File: src/rtl/io_issue_queue.sv
// ============================================================================
// Module   : io_issue_queue
// Brief    : In-order issue queue with one-hot circular pointers and a
//            robidx-based youngest-suffix flush. An optional same-cycle
//            bypass for an empty queue is enabled by IO_ISSUE_QUEUE_BYPASS_EN.
// Revision : 1.0 - initial release
// ============================================================================
`default_nettype none

module io_issue_queue #(
    parameter int QUEUE_SIZE    = 8,
    parameter int DATA_WIDTH    = 64,
    parameter int ROB_IDX_WIDTH = 6
) (
    input  logic                          clock,
    input  logic                          reset,
    input  logic                          flush,
    input  logic [ROB_IDX_WIDTH:0]        flush_robidx,
    input  logic                          enq_valid,
    output logic                          enq_ready,
    input  logic [DATA_WIDTH-1:0]         enq_data,
    input  logic [ROB_IDX_WIDTH:0]        enq_robidx,
    output logic                          deq_valid,
    input  logic                          deq_ready,
    output logic [DATA_WIDTH-1:0]         deq_data,
    output logic [ROB_IDX_WIDTH:0]        deq_robidx,
    output logic [QUEUE_SIZE-1:0]         valid_dec,
    output logic [QUEUE_SIZE-1:0]         enq_ptr_oh,
    output logic [QUEUE_SIZE-1:0]         deq_ptr_oh,
    output logic [$clog2(QUEUE_SIZE):0]   count
);

    localparam int PTR_W = $clog2(QUEUE_SIZE);
    localparam int CNT_W = PTR_W + 1;
    localparam int ROB_W = ROB_IDX_WIDTH + 1;

    logic [QUEUE_SIZE-1:0] valid_q, valid_d;
    logic [QUEUE_SIZE-1:0] enq_ptr_q, enq_ptr_d;
    logic [QUEUE_SIZE-1:0] deq_ptr_q, deq_ptr_d;
    logic [CNT_W-1:0]      count_q, count_d;
    logic [DATA_WIDTH-1:0] data_q [QUEUE_SIZE];
    logic [DATA_WIDTH-1:0] data_d [QUEUE_SIZE];
    logic [ROB_W-1:0]      rob_q  [QUEUE_SIZE];
    logic [ROB_W-1:0]      rob_d  [QUEUE_SIZE];

    logic                  full;
    logic                  head_valid;
    logic                  bypass;
    logic                  enq_fire;
    logic                  deq_fire;
    logic [DATA_WIDTH-1:0] head_data;
    logic [ROB_W-1:0]      head_rob;
    logic [QUEUE_SIZE-1:0] kill;
    logic [CNT_W-1:0]      survivors;
    logic [QUEUE_SIZE-1:0] flush_enq_ptr;
    logic [PTR_W-1:0]      rot_pos;
    logic                  younger;

    assign full       = (count_q == CNT_W'(QUEUE_SIZE));
    assign enq_ready  = ~full & ~flush;
    assign head_valid = |(valid_q & deq_ptr_q) & ~flush;

`ifdef IO_ISSUE_QUEUE_BYPASS_EN
    assign bypass     = (count_q == '0) & ~flush & enq_valid & deq_ready;
    assign deq_valid  = head_valid | bypass;
    assign deq_data   = bypass ? enq_data   : head_data;
    assign deq_robidx = bypass ? enq_robidx : head_rob;
`else
    assign bypass     = 1'b0;
    assign deq_valid  = head_valid;
    assign deq_data   = head_data;
    assign deq_robidx = head_rob;
`endif

    // A bypassed op is consumed directly, so it must not also be stored.
    assign enq_fire = enq_valid & enq_ready & ~bypass;
    assign deq_fire = head_valid & deq_ready;

    always_comb begin
        head_data = '0;
        head_rob  = '0;
        for (int i = 0; i < QUEUE_SIZE; i++) begin
            if (deq_ptr_q[i]) begin
                head_data = head_data | data_q[i];
                head_rob  = head_rob  | rob_q[i];
            end
        end
    end

    // Flag bit breaks the tie across ROB index wrap.
    always_comb begin
        kill      = '0;
        survivors = '0;
        younger   = 1'b0;
        for (int i = 0; i < QUEUE_SIZE; i++) begin
            if (rob_q[i][ROB_IDX_WIDTH] == flush_robidx[ROB_IDX_WIDTH])
                younger = rob_q[i][ROB_IDX_WIDTH-1:0] > flush_robidx[ROB_IDX_WIDTH-1:0];
            else
                younger = rob_q[i][ROB_IDX_WIDTH-1:0] < flush_robidx[ROB_IDX_WIDTH-1:0];
            kill[i] = valid_q[i] & younger;
            if (valid_q[i] & ~younger)
                survivors = survivors + CNT_W'(1);
        end
    end

    // Occupancy is contiguous from the head, so survivors fix the new tail.
    always_comb begin
        flush_enq_ptr = '0;
        rot_pos       = '0;
        for (int i = 0; i < QUEUE_SIZE; i++) begin
            rot_pos                = PTR_W'(i) + survivors[PTR_W-1:0];
            flush_enq_ptr[rot_pos] = deq_ptr_q[i];
        end
    end

    always_comb begin
        valid_d   = valid_q;
        enq_ptr_d = enq_ptr_q;
        deq_ptr_d = deq_ptr_q;
        count_d   = count_q;
        data_d    = data_q;
        rob_d     = rob_q;
        if (flush) begin
            valid_d   = valid_q & ~kill;
            count_d   = survivors;
            enq_ptr_d = flush_enq_ptr;
        end else begin
            if (enq_fire) begin
                for (int i = 0; i < QUEUE_SIZE; i++) begin
                    if (enq_ptr_q[i]) begin
                        data_d[i] = enq_data;
                        rob_d[i]  = enq_robidx;
                    end
                end
                valid_d   = valid_d | enq_ptr_q;
                enq_ptr_d = {enq_ptr_q[QUEUE_SIZE-2:0], enq_ptr_q[QUEUE_SIZE-1]};
            end
            if (deq_fire) begin
                valid_d   = valid_d & ~deq_ptr_q;
                deq_ptr_d = {deq_ptr_q[QUEUE_SIZE-2:0], deq_ptr_q[QUEUE_SIZE-1]};
            end
            count_d = count_q + CNT_W'(enq_fire) - CNT_W'(deq_fire);
        end
    end

    always_ff @(posedge clock) begin
        if (reset) begin
            valid_q   <= '0;
            enq_ptr_q <= QUEUE_SIZE'(1);
            deq_ptr_q <= QUEUE_SIZE'(1);
            count_q   <= '0;
        end else begin
            valid_q   <= valid_d;
            enq_ptr_q <= enq_ptr_d;
            deq_ptr_q <= deq_ptr_d;
            count_q   <= count_d;
        end
    end

    always_ff @(posedge clock) begin
        data_q <= data_d;
        rob_q  <= rob_d;
    end

    always_ff @(posedge clock) begin
        if (!reset) begin
            a_enq_onehot: assert ($onehot(enq_ptr_q));
            a_deq_onehot: assert ($onehot(deq_ptr_q));
            a_count_pop:  assert ($countones(valid_q) == int'(count_q));
        end
    end

    assign valid_dec  = valid_q;
    assign enq_ptr_oh = enq_ptr_q;
    assign deq_ptr_oh = deq_ptr_q;
    assign count      = count_q;

endmodule

`default_nettype wire

File: config.mk
export PLATFORM = sky130hd
export DESIGN_NAME = io_issue_queue
export DESIGN_NICKNAME = d
export VERILOG_FILES = /design/src/rtl/io_issue_queue.sv
export SDC_FILE = /design/constraint.sdc
export NUM_CORES = 1
export LEC_CHECK = 0
export CORE_UTILIZATION = 40
export CTS_CLUSTER_SIZE = 10
export DETAILED_ROUTE_END_ITERATION = 8
export GPL_TIMING_DRIVEN = 0
export PLACE_DENSITY = 0.55
export SYNTH_ARGS = -nofsm -noshare
export SYNTH_HDL_FRONTEND = slang
export SYNTH_SLANG_ARGS = --single-unit
File: constraint.sdc
create_clock -name clock -period 10.3 [get_ports clock]
set_input_delay 2.06 -clock clock [delete_from_list [all_inputs] [get_ports clock]]
set_output_delay 2.06 -clock clock [all_outputs]
set_load 0.02 [all_outputs]
---- Word-level counts from Yosys, hierarchy flattened ----
Cells that the tools add are included.
word-level totals
  register bits ........................... 596
  memory bits (read-only) ................. 0
  latch bits .............................. 0
  input port bits ......................... 83
  memory bits (writable) .................. 0
  memories ................................ 0
operators by class
  bitwise gates (word level) .............. 51
  div/mod/pow operators ................... 0
  muxes and demuxes ....................... 62
  order comparisons ....................... 32
  reduce and logical (&&, ||, !) cells .... 19
  multipliers ............................. 0
  equality and inequality tests ........... 9
  shift operators ......................... 0
  $add $sub $neg .......................... 16
operators by type and width
  operator                                                               number
  64-bit two-way mux                                                     8
  64-bit OR                                                              7
  8-bit bitwise mux                                                      7
  7-bit two-way mux                                                      8
  7-bit OR                                                               7
  6-bit greater-than comparator                                          8
  6-bit < comparator                                                     8
  8-bit two-way mux                                                      6
  8-bit AND                                                              4
  3-bit by 4-bit < comparator with 1-bit output, second input constant   8
  4-bit two-way mux                                                      8
  4-bit by 1-bit adder with 4-bit output, second input constant          7
  1-bit demux with 3-bit select                                          8
  3-bit by 1-bit >= comparator with 1-bit output, second input constant  8
  3-bit AND reduction                                                    8
  1-bit AND                                                              20
  1-bit two-way mux                                                      17
  8-bit inverter                                                         2
  3-bit adder, first input constant                                      4
  1-bit inverter                                                         10
  1-bit == test                                                          8
  1-bit logical AND                                                      8
  8-bit OR                                                               1
  8-bit OR reduction                                                     1
  7 further kinds                                                        8

---- Depth between registers and ports, before layout ----
Gate-level depths: netlist of the first run.
  depth in word-level cells ............... 32
  gate-level depth with buffers ........... 37

---- Least setup slack after synthesis of the first run ----
Ideal clock, no wire load.
  path type ............................... input port to flip-flop
  from .................................... input flush_robidx[4]
  to ...................................... register enq_ptr_q[3], in the netlist enq_ptr_oh[3]
  arrival ................................. 8.950 ns
  stages on the path ...................... 34
  buffers on the path ..................... 0
  setup time .............................. 0.089 ns
  setup slack ............................. 1.260 ns
  cell sequence ........................... inv_1 -> ha_1 -> nand3_1 -> o22ai_1 -> or3_1 -> a31oi_1 -> inv_1 -> ha_1 -> xnor2_4 -> inv_1 -> ha_1 -> or4b_2 -> o21ai_0 -> inv_1 -> ha_1 -> nand3_1 -> nand2_1 -> ha_1 -> inv_1 -> mux2_2 -> o21ai_0 -> ha_1 -> nand2b_1 -> and2_1 -> ha_1 -> a22oi_2 -> inv_1 -> ha_1 -> inv_1 -> xnor2_2 -> or3_1 -> a211oi_2 -> o21ai_1 -> a221oi_2
on the way
  cells in the longest elaborated chain, start to end .. 32
  elaborated cells on any way between the ends .. 111
  classes of those cells .................. add/sub (14); order compare (32); mux (40); bitwise (17); reduce/logical (8)
RTL lines
  item                                                                                               RTL line  text
  from (decl)                                                                                        18        input logic [ROB_IDX_WIDTH:0] flush_robidx,
  6-bit < comparator / 6-bit greater-than comparator (equally long branches)                         99, 97
  1-bit two-way mux                                                                                  96        if (rob_q[i][ROB_IDX_WIDTH] == flush_robidx[ROB_IDX_WIDTH])
  1-bit inverter                                                                                     101       if (valid_q[i] & ~younger)
  1-bit AND                                                                                          101
  1-bit two-way mux                                                                                  101
  4-bit by 1-bit adder with 4-bit output                                                             102       survivors = survivors + CNT_W'(1);
  4-bit two-way mux                                                                                  101
  4-bit by 1-bit adder with 4-bit output                                                             102
  [11 not listed]                                                                                    --
  1-bit by 3-bit adder with 3-bit output, or another cell as far along                               111       rot_pos = PTR_W'(i) + survivors[PTR_W-1:0];
  3-bit by 4-bit < comparator with 1-bit output (implied by the code), or another cell as far along  112       flush_enq_ptr[rot_pos] = deq_ptr_q[i];
  1-bit logical AND (implied by the code) / 1-bit two-way mux (equally long branches)                112
  1-bit two-way mux (implied by the code) / 1-bit demux with 3-bit select (equally long branches)    112
  1-bit demux with 3-bit select / 8-bit AND (equally long branches)                                  --
  8-bit bitwise mux (6 in series)                                                                    112
  8-bit bitwise mux (*)                                                                              112
  8-bit two-way mux (*)                                                                              123       if (flush) begin
  to (signal assigned)                                                                               154       enq_ptr_q <= enq_ptr_d;
  to (decl)                                                                                          38        logic [QUEUE_SIZE-1:0] enq_ptr_q, enq_ptr_d;
Every way passes the cells marked *; elsewhere a longest branch is shown, timed or not.
A chain may end at the register's enable or synchronous reset.

---- Worst setup path after layout of the first run ----
  from .................................... input flush_robidx[2]
  to ...................................... register enq_ptr_q[0], in the netlist enq_ptr_oh[0]
Same word-level chain as after synthesis.

==> results.json, run 1 <==
{
  "wl_met2_mm": 35.2,
  "drc_errors": 0,
  "vias_per_cell": 5.93,
  "setup-violations-final": 0,
  "ir_worst_vdd_mv": 0.111,
  "syn_std_cell_area_sq_mm": 0.0239,
  "worst_path_max_delay_cell": "sky130_fd_sc_hd__or4b_2",
  "die_h_um": 246,
  "synth_compound_area_share_pct": 13.0,
  "slew_violations": 0,
  "highest_count_cells_in_the_layout_ignoring_fill_and_taps": "sky130_fd_sc_hd__edfxtp_1 (568), sky130_fd_sc_hd__a22oi_1 (288), sky130_fd_sc_hd__clkdlybuf4s50_1 (181)",
  "worst_slew_margin_rel_pct": 19.4,
  "post_synth_xor_area_fraction_pct": 1.66,
  "synthesis.instances": 1492,
  "critical_path.max_fanout": 10,
  "synth_top_family_by_area": "compound AO/OA/AOI/OAI gates",
  "outcome": "completed",
  "fmax_ghz": 0.102,
  "synth_simple_gate_area_share_pct": 5.60,
  "mux_share_of_post_synthesis_cell_area_pct": 0.602,
  "worst_ep_arrival_time_ns": 10.32,
  "cts.clk_slew.worst_paths_ns": 0.05,
  "die-area_sq_mm": 0.0608,
  "n_antenna_cell": 0,
  "largest_area_contributor_in_the_synthesized_netlist": "sky130_fd_sc_hd__edfxtp_1",
  "starting_density_pct": 40.5,
  "place.port_buffers": 181,
  "grt_antenna_before_repair": 5,
  "timing.critical_path.to_type": "flip-flop",
  "clock_tree.root_cell": "sky130_fd_sc_hd__clkbuf_16",
  "track_usage_pct": 24.4,
  "drt.antenna.violating_nets": 0,
  "postSynthAreaPerCell_sq_um": 16.0,
  "timing.hold.ws_ns": 0.574,
  "worstMarginPinSlew_ns": 1.21,
  "synth-adder-area-share_pct": 3.38,
  "cp_data_required_time_ns": 10.78,
  "drv_cap": 0,
  "critical-path-top-delay-family": "adder cells",
  "clock_latency_ns": 0.60,
  "worstPathBufferInverterCount": 7,
  "wirelength_met1_mm": 32.0,
  "top_post_synthesis_cells_by_area": "sky130_fd_sc_hd__edfxtp_1 (71%), sky130_fd_sc_hd__a22oi_1 (9.0%), sky130_fd_sc_hd__ha_1 (3.3%), sky130_fd_sc_hd__dfxtp_1 (2.3%), sky130_fd_sc_hd__nand4_1 (2.1%)",
  "totalWireLength_mm": 73.9,
  "cts-root-to-sink-buffers": 3,
  "numCtsBuffers": 72,
  "tritoncts": "built",
  "mappedNetlistNets": 1639,
  "flow.area_growth_from_synthesis_pct": 21.6,
  "floorplan.core_area_sq_mm": 0.0590,
  "worst_path_largest_cell_delay_ns": 0.68,
  "grt_setup_unrepaired": "true",
  "fp-row-count": 89,
  "total_length_of_routed_met3_wires_mm": 4.96,
  "post-dp-hpwl_mm": 46.4,
  "synth_enable_flop_cells": 568,
  "ys.flop_type": "sky130_fd_sc_hd__edfxtp_1",
  "finalNonFillerCells": 2553,
  "p_total_w": 0.00529,
  "dpl_cell_area_sq_mm": 0.0269,
  "i_o_pins": 184,
  "power-per-cell-area_mw_per_mm2": 182,
  "routed-via-count": 15100,
  "synth_sequential_area_ratio_pct": 73.7,
  "grt_first_pass_wirelength_mm": 105,
  "first_global_vias": 15200,
  "route.top_layer_used": "met5",
  "synth.yosys.warnings": 0,
  "place.gp.congestion": 0.916,
  "critical_path.startpoint_type": "input port",
  "power.leakage_nw": 9.23,
  "yosys.cell_types.count": 87,
  "mostFrequentLayoutCell": "sky130_fd_sc_hd__edfxtp_1",
  "drt_iter0_drc": 1622,
  "fin_util_pct": 49.3,
  "fin_worst_skew_ns": 0.0264,
  "hold_viol": 0,
  "min-delay-path-class": "flip-flop to flip-flop",
  "final_min_period_over_clock_period_pct": 95.5,
  "synth.top_cell.area_share_pct": 71.3,
  "critPathKind": "input port to flip-flop",
  "final_area_sq_mm": 0.0291,
  "design.final.nets": 1905,
  "die_width_um": 246,
  "cts.sink_count": 596,
  "place_inst": 2454,
  "cpMostUsedCell": "sky130_fd_sc_hd__ha_1",
  "layout-drive-gt1-share_pct": 7.70,
  "grt_start_max_net_pins": 51,
  "layout_min_cycle_time_ns": 9.83,
  "fraction_of_synthesis_flops_using_an_asynchronous_set_or_reset_pin_pct": 0,
  "cts.hold.buffers_added": 0,
  "wl_per_cell_um": 29.0,
  "firstDrtPassIters": 6,
  "cts_max_level": 3,
  "grt.overflow.total": 0,
  "synth-seq-cells": 596,
  "layout.filler_cells": 4985
}
[report_power, final]
group          total [W]  leakage [nW]  switching, W  internal, W
combinational   0.000268          2.86      0.000160     0.000108
clock            0.00233          1.02      0.000929      0.00140
sequential       0.00269          5.35    0.00000953      0.00269
[final timing paths]
| check | to | from | slack, ns | depth (start not counted) |
|---|---|---|---|---|
| setup reg to reg | enq_ptr_oh[0] | rob_q[53] | 2.31 | 33 |
| hold / removal | enq_ptr_oh[0] | enq_ptr_oh[0] | 0.57 | 2 |
| setup / recovery | enq_ptr_oh[0] | flush_robidx[2] | 0.47 | 35 |
| hold reg to reg | enq_ptr_oh[0] | enq_ptr_oh[0] | 0.57 | 2 |
[flip-flops by register name, summed over array words and instances (netlist names)]
register and cells:
data_q 512, rob_q 56, valid_dec 8, enq_ptr_oh 8
deq_ptr_oh 8, count 4
[stage by stage]
stage	worst slack [ns]	setup TNS [ns]
after global placement	-0.739	-4.66
final	0.465	0
after CTS	0.0291	0
after detailed placement	-0.611	-3.83
after global routing	-0.0502	-0.0739
after floorplan	1.26	0
[area by class of cell]
cell class / instances / area, sq um / share of cell area [%]
timing repair buffer: 192 / 2050 / 7.07
buffer: 90 / 360 / 1.24
multi-input combinational: 772 / 5850 / 20.1
clock buffer: 87 / 1920 / 6.61
tap: 773 / 967 / 3.33
clock inverter: 9 / 169 / 0.581
inverter: 34 / 128 / 0.439
sequential: 596 / 17600 / 60.6
[synthesized netlist by cell type (6+ instances only)]
cell type	instances
sky130_fd_sc_hd__edfxtp_1	568
sky130_fd_sc_hd__a22oi_1	288
sky130_fd_sc_hd__nand4_1	81
sky130_fd_sc_hd__clkbuf_1	67
sky130_fd_sc_hd__ha_1	63
sky130_fd_sc_hd__nor2_1	47
sky130_fd_sc_hd__a21oi_1	37
sky130_fd_sc_hd__inv_1	32
sky130_fd_sc_hd__nand2_1	29
sky130_fd_sc_hd__dfxtp_1	28
sky130_fd_sc_hd__buf_1	17
sky130_fd_sc_hd__nand3_1	17
sky130_fd_sc_hd__o21ai_0	15
sky130_fd_sc_hd__a211oi_1	13
sky130_fd_sc_hd__xnor2_1	13
sky130_fd_sc_hd__and3_1	11
sky130_fd_sc_hd__mux2i_1	11
sky130_fd_sc_hd__xor2_1	9
sky130_fd_sc_hd__a21o_1	8
sky130_fd_sc_hd__nor2b_1	8
sky130_fd_sc_hd__nor3_1	8
sky130_fd_sc_hd__o211ai_1	8
sky130_fd_sc_hd__nand3b_1	6
sky130_fd_sc_hd__or3_1	6
[cell families (layout without fill, tap and decap cells)]
| logic type | after synthesis | in the layout |
|---|---|---|
| mux | 13 | 13 |
| simple gates | 239 | 239 |
| compound gates | 425 | 425 |
| flops | 596 | 596 |
| buf+inv | 124 | 412 |
| xor+xnor | 31 | 31 |
| fa+ha+maj | 64 | 64 |
[metal layers]
metal | up-vias | track usage, %
li1 | 6656 | -
met1 | 7729 | 33.6
met2 | 624 | 39.7
met3 | 112 | 4.04
met4 | 10 | 7.39
met5 | - | 0
[tightest hold or removal path, cell delays in order, from the launching register on]
cell and delay [ns]:
sky130_fd_sc_hd__dfxtp_1 0.38, sky130_fd_sc_hd__a211oi_1 0.09, sky130_fd_sc_hd__nand2_1 0.07
[what timing repair did]
action / 4_1_cts / 5_1_grt
setup endpoints to repair: 0 / 8
gates resized for setup: 0 / 3
buffers inserted: 0 / 3
No activity file was read; power rests on OpenSTA's default activity.
==> run 2, diff against run 1 <==
Settings changed: CORE_ASPECT_RATIO from default to 1.25.
==> results.json, run 2 (same netlist as run 1, synthesis figures left out) <==
{
  "drv_cap": 0,
  "critical_path.max_fanout": 10,
  "grt.overflow.total": 0,
  "min-delay-path-class": "flip-flop to flip-flop",
  "tritoncts": "built",
  "clock_tree.root_cell": "sky130_fd_sc_hd__clkbuf_16",
  "setup-violations-final": 0,
  "wl_per_cell_um": 29.4,
  "layout.filler_cells": 4993,
  "die_h_um": 275,
  "place.port_buffers": 181,
  "grt_first_pass_wirelength_mm": 105,
  "largest-register": "data_q",
  "failed_checks": "DRC",
  "worstMarginPinSlew_ns": 1.22,
  "cpMostUsedCell": "sky130_fd_sc_hd__ha_1",
  "min-delay-start": "enq_ptr_oh[0]",
  "final_sum_of_negative_setup_slack_ns": 0,
  "reg.largest.list": "data_q: 512 flops, rob_q: 56 flops",
  "drt_iter0_drc": 1347,
  "layout-drive-gt1-share_pct": 7.39,
  "hold_viol": 0,
  "slew_violations": 0,
  "critical-path-top-delay-family": "adder cells",
  "worstSetupStartpoint": "flush_robidx[2]",
  "clock_latency_ns": 0.60,
  "place_inst": 2438,
  "rr_startpoint": "rob_q[51]",
  "flow.area_growth_from_synthesis_pct": 20.8,
  "highest_count_cells_in_the_layout_ignoring_fill_and_taps": "sky130_fd_sc_hd__edfxtp_1 (568), sky130_fd_sc_hd__a22oi_1 (288), sky130_fd_sc_hd__clkdlybuf4s50_1 (181)",
  "final_min_period_over_clock_period_pct": 95.5,
  "die_width_um": 221,
  "totalWireLength_mm": 74.3,
  "fmax_ghz": 0.102,
  "area_of_combinational_cells_with_multiple_inputs_sq_mm": 0.00585,
  "worst_slew_margin_rel_pct": 18.4,
  "cts.sink_count": 596,
  "die-area_sq_mm": 0.0608,
  "fin_worst_skew_ns": 0.0141,
  "timing.critical_path.to_type": "flip-flop",
  "firstDrtPassIters": 7,
  "largest_reg_flops": 512,
  "grt_antenna_before_repair": 4,
  "drt.antenna.violating_nets": 0,
  "worst_ep_arrival_time_ns": 10.34,
  "fp-row-count": 99,
  "post-dp-hpwl_mm": 47.1,
  "finalNonFillerCells": 2531,
  "floorplan.core_area_sq_mm": 0.0587,
  "mostFrequentLayoutCell": "sky130_fd_sc_hd__edfxtp_1",
  "critPathKind": "input port to flip-flop",
  "i_o_pins": 184,
  "place.gp.congestion": 0.915,
  "track_usage_pct": 24.5,
  "cts.clk_slew.worst_paths_ns": 0.06,
  "cts-root-to-sink-buffers": 3,
  "cp_data_required_time_ns": 10.81,
  "outcome": "complete, but fails checks",
  "ir_worst_vdd_mv": 0.0990,
  "routed-via-count": 15000,
  "layout_min_cycle_time_ns": 9.84,
  "numCtsBuffers": 70,
  "critical_path.startpoint_type": "input port",
  "worst_path_max_delay_cell": "sky130_fd_sc_hd__or4b_2",
  "starting_density_pct": 40.7,
  "drc_errors": 6,
  "worst_path_largest_cell_delay_ns": 0.67,
  "design.final.nets": 1901,
  "power.leakage_nw": 9.15,
  "grt_start_max_net_pins": 49,
  "area_taken_by_flip_flops_and_latches_sq_mm": 0.0176,
  "first_global_vias": 15000,
  "grt_setup_unrepaired": "false",
  "vias_per_cell": 5.94,
  "power-per-cell-area_mw_per_mm2": 178,
  "worstPathBufferInverterCount": 8,
  "cts_max_level": 3
}
-- run 2: cell types whose count changed in the layout (fill, tap and decap cells not counted), sizes merged --
cell | before | now
buf | 34 | 32
clkbuf | 154 | 152
inv | 34 | 35
diode | 0 | 1
bufinv | 4 | 0
-- run 2: worst paths after layout --
path	to	slack, ns	depth (start not counted)
setup reg to reg	enq_ptr_oh[3]	2.24	33
hold reg to reg	enq_ptr_oh[0]	0.56	2
setup / recovery	enq_ptr_oh[3]	0.46	35
hold / removal	enq_ptr_oh[0]	0.56	2
-- run 2: final cells by class --
cell class | count | share of cell area (%)
sequential | 596 | 61.0
clock inverter | 6 | 0.160
timing repair buffer | 190 | 7.06
antenna | 1 | 0.00866
clock buffer | 85 | 6.55
buffer | 90 | 1.25
inverter | 34 | 0.442
multi-input combinational | 772 | 20.3
tap | 757 | 3.28
-- run 2: layer usage --
layer	vias up	wire length (um)	global-route usage (%)
li1	6614	-	-
met5	-	40	0
met2	542	38100	42.8
met1	7761	30000	30.8
met4	6	2040	8.87
met3	114	4120	3.42
-- run 2: where the power goes --
group | switching [W] | internal [W]
clock network | 0.000901 | 0.00128
registers | 0.00000942 | 0.00269
logic | 0.000161 | 0.000108
total | 0.00107 | 0.00407
-- run 2: timing repair --
| item | CTS | global route |
|---|---|---|
| pin swaps | 1 | 0 |
| setup endpoints to repair | 2 | 4 |
| buffers inserted | 1 | 0 |
| gates resized for setup | 0 | 3 |
| hold buffers | 0 | 0 |
| hold endpoints to repair | 0 | 0 |
-- run 2: per-stage QoR --
step / setup WS (ns) / total power [W] / cell area [sq um] / utilization (%) / hold WS, ns
after detailed placement: -0.685 / 0.00301 / 26900 / 45.9 / 0.560
after CTS: 0.306 / 0.00517 / 28900 / 49.2 / 0.568
after global routing: 0.0441 / 0.00527 / 28900 / 49.2 / 0.599
after floorplan: 1.26 / 0.00286 / 23900 / - / 0.624
final: 0.465 / 0.00514 / 28900 / 49.2 / 0.559
after global placement: -0.686 / 0.00301 / 26700 / 45.4 / 0.544
-- run 2: worst reg2reg max path: cells and delay by family (launching register included) --
kind	cells	cell delay (ns)
adder cells (fa/ha/maj)	8	2.44
AND/OR/NAND/NOR	8	2.14
AO/OA/AOI/OAI	9	1.81
buffers and inverters	6	0.69
flip-flops	1	0.40
multiplexers	1	0.26
XOR/XNOR	1	0.23
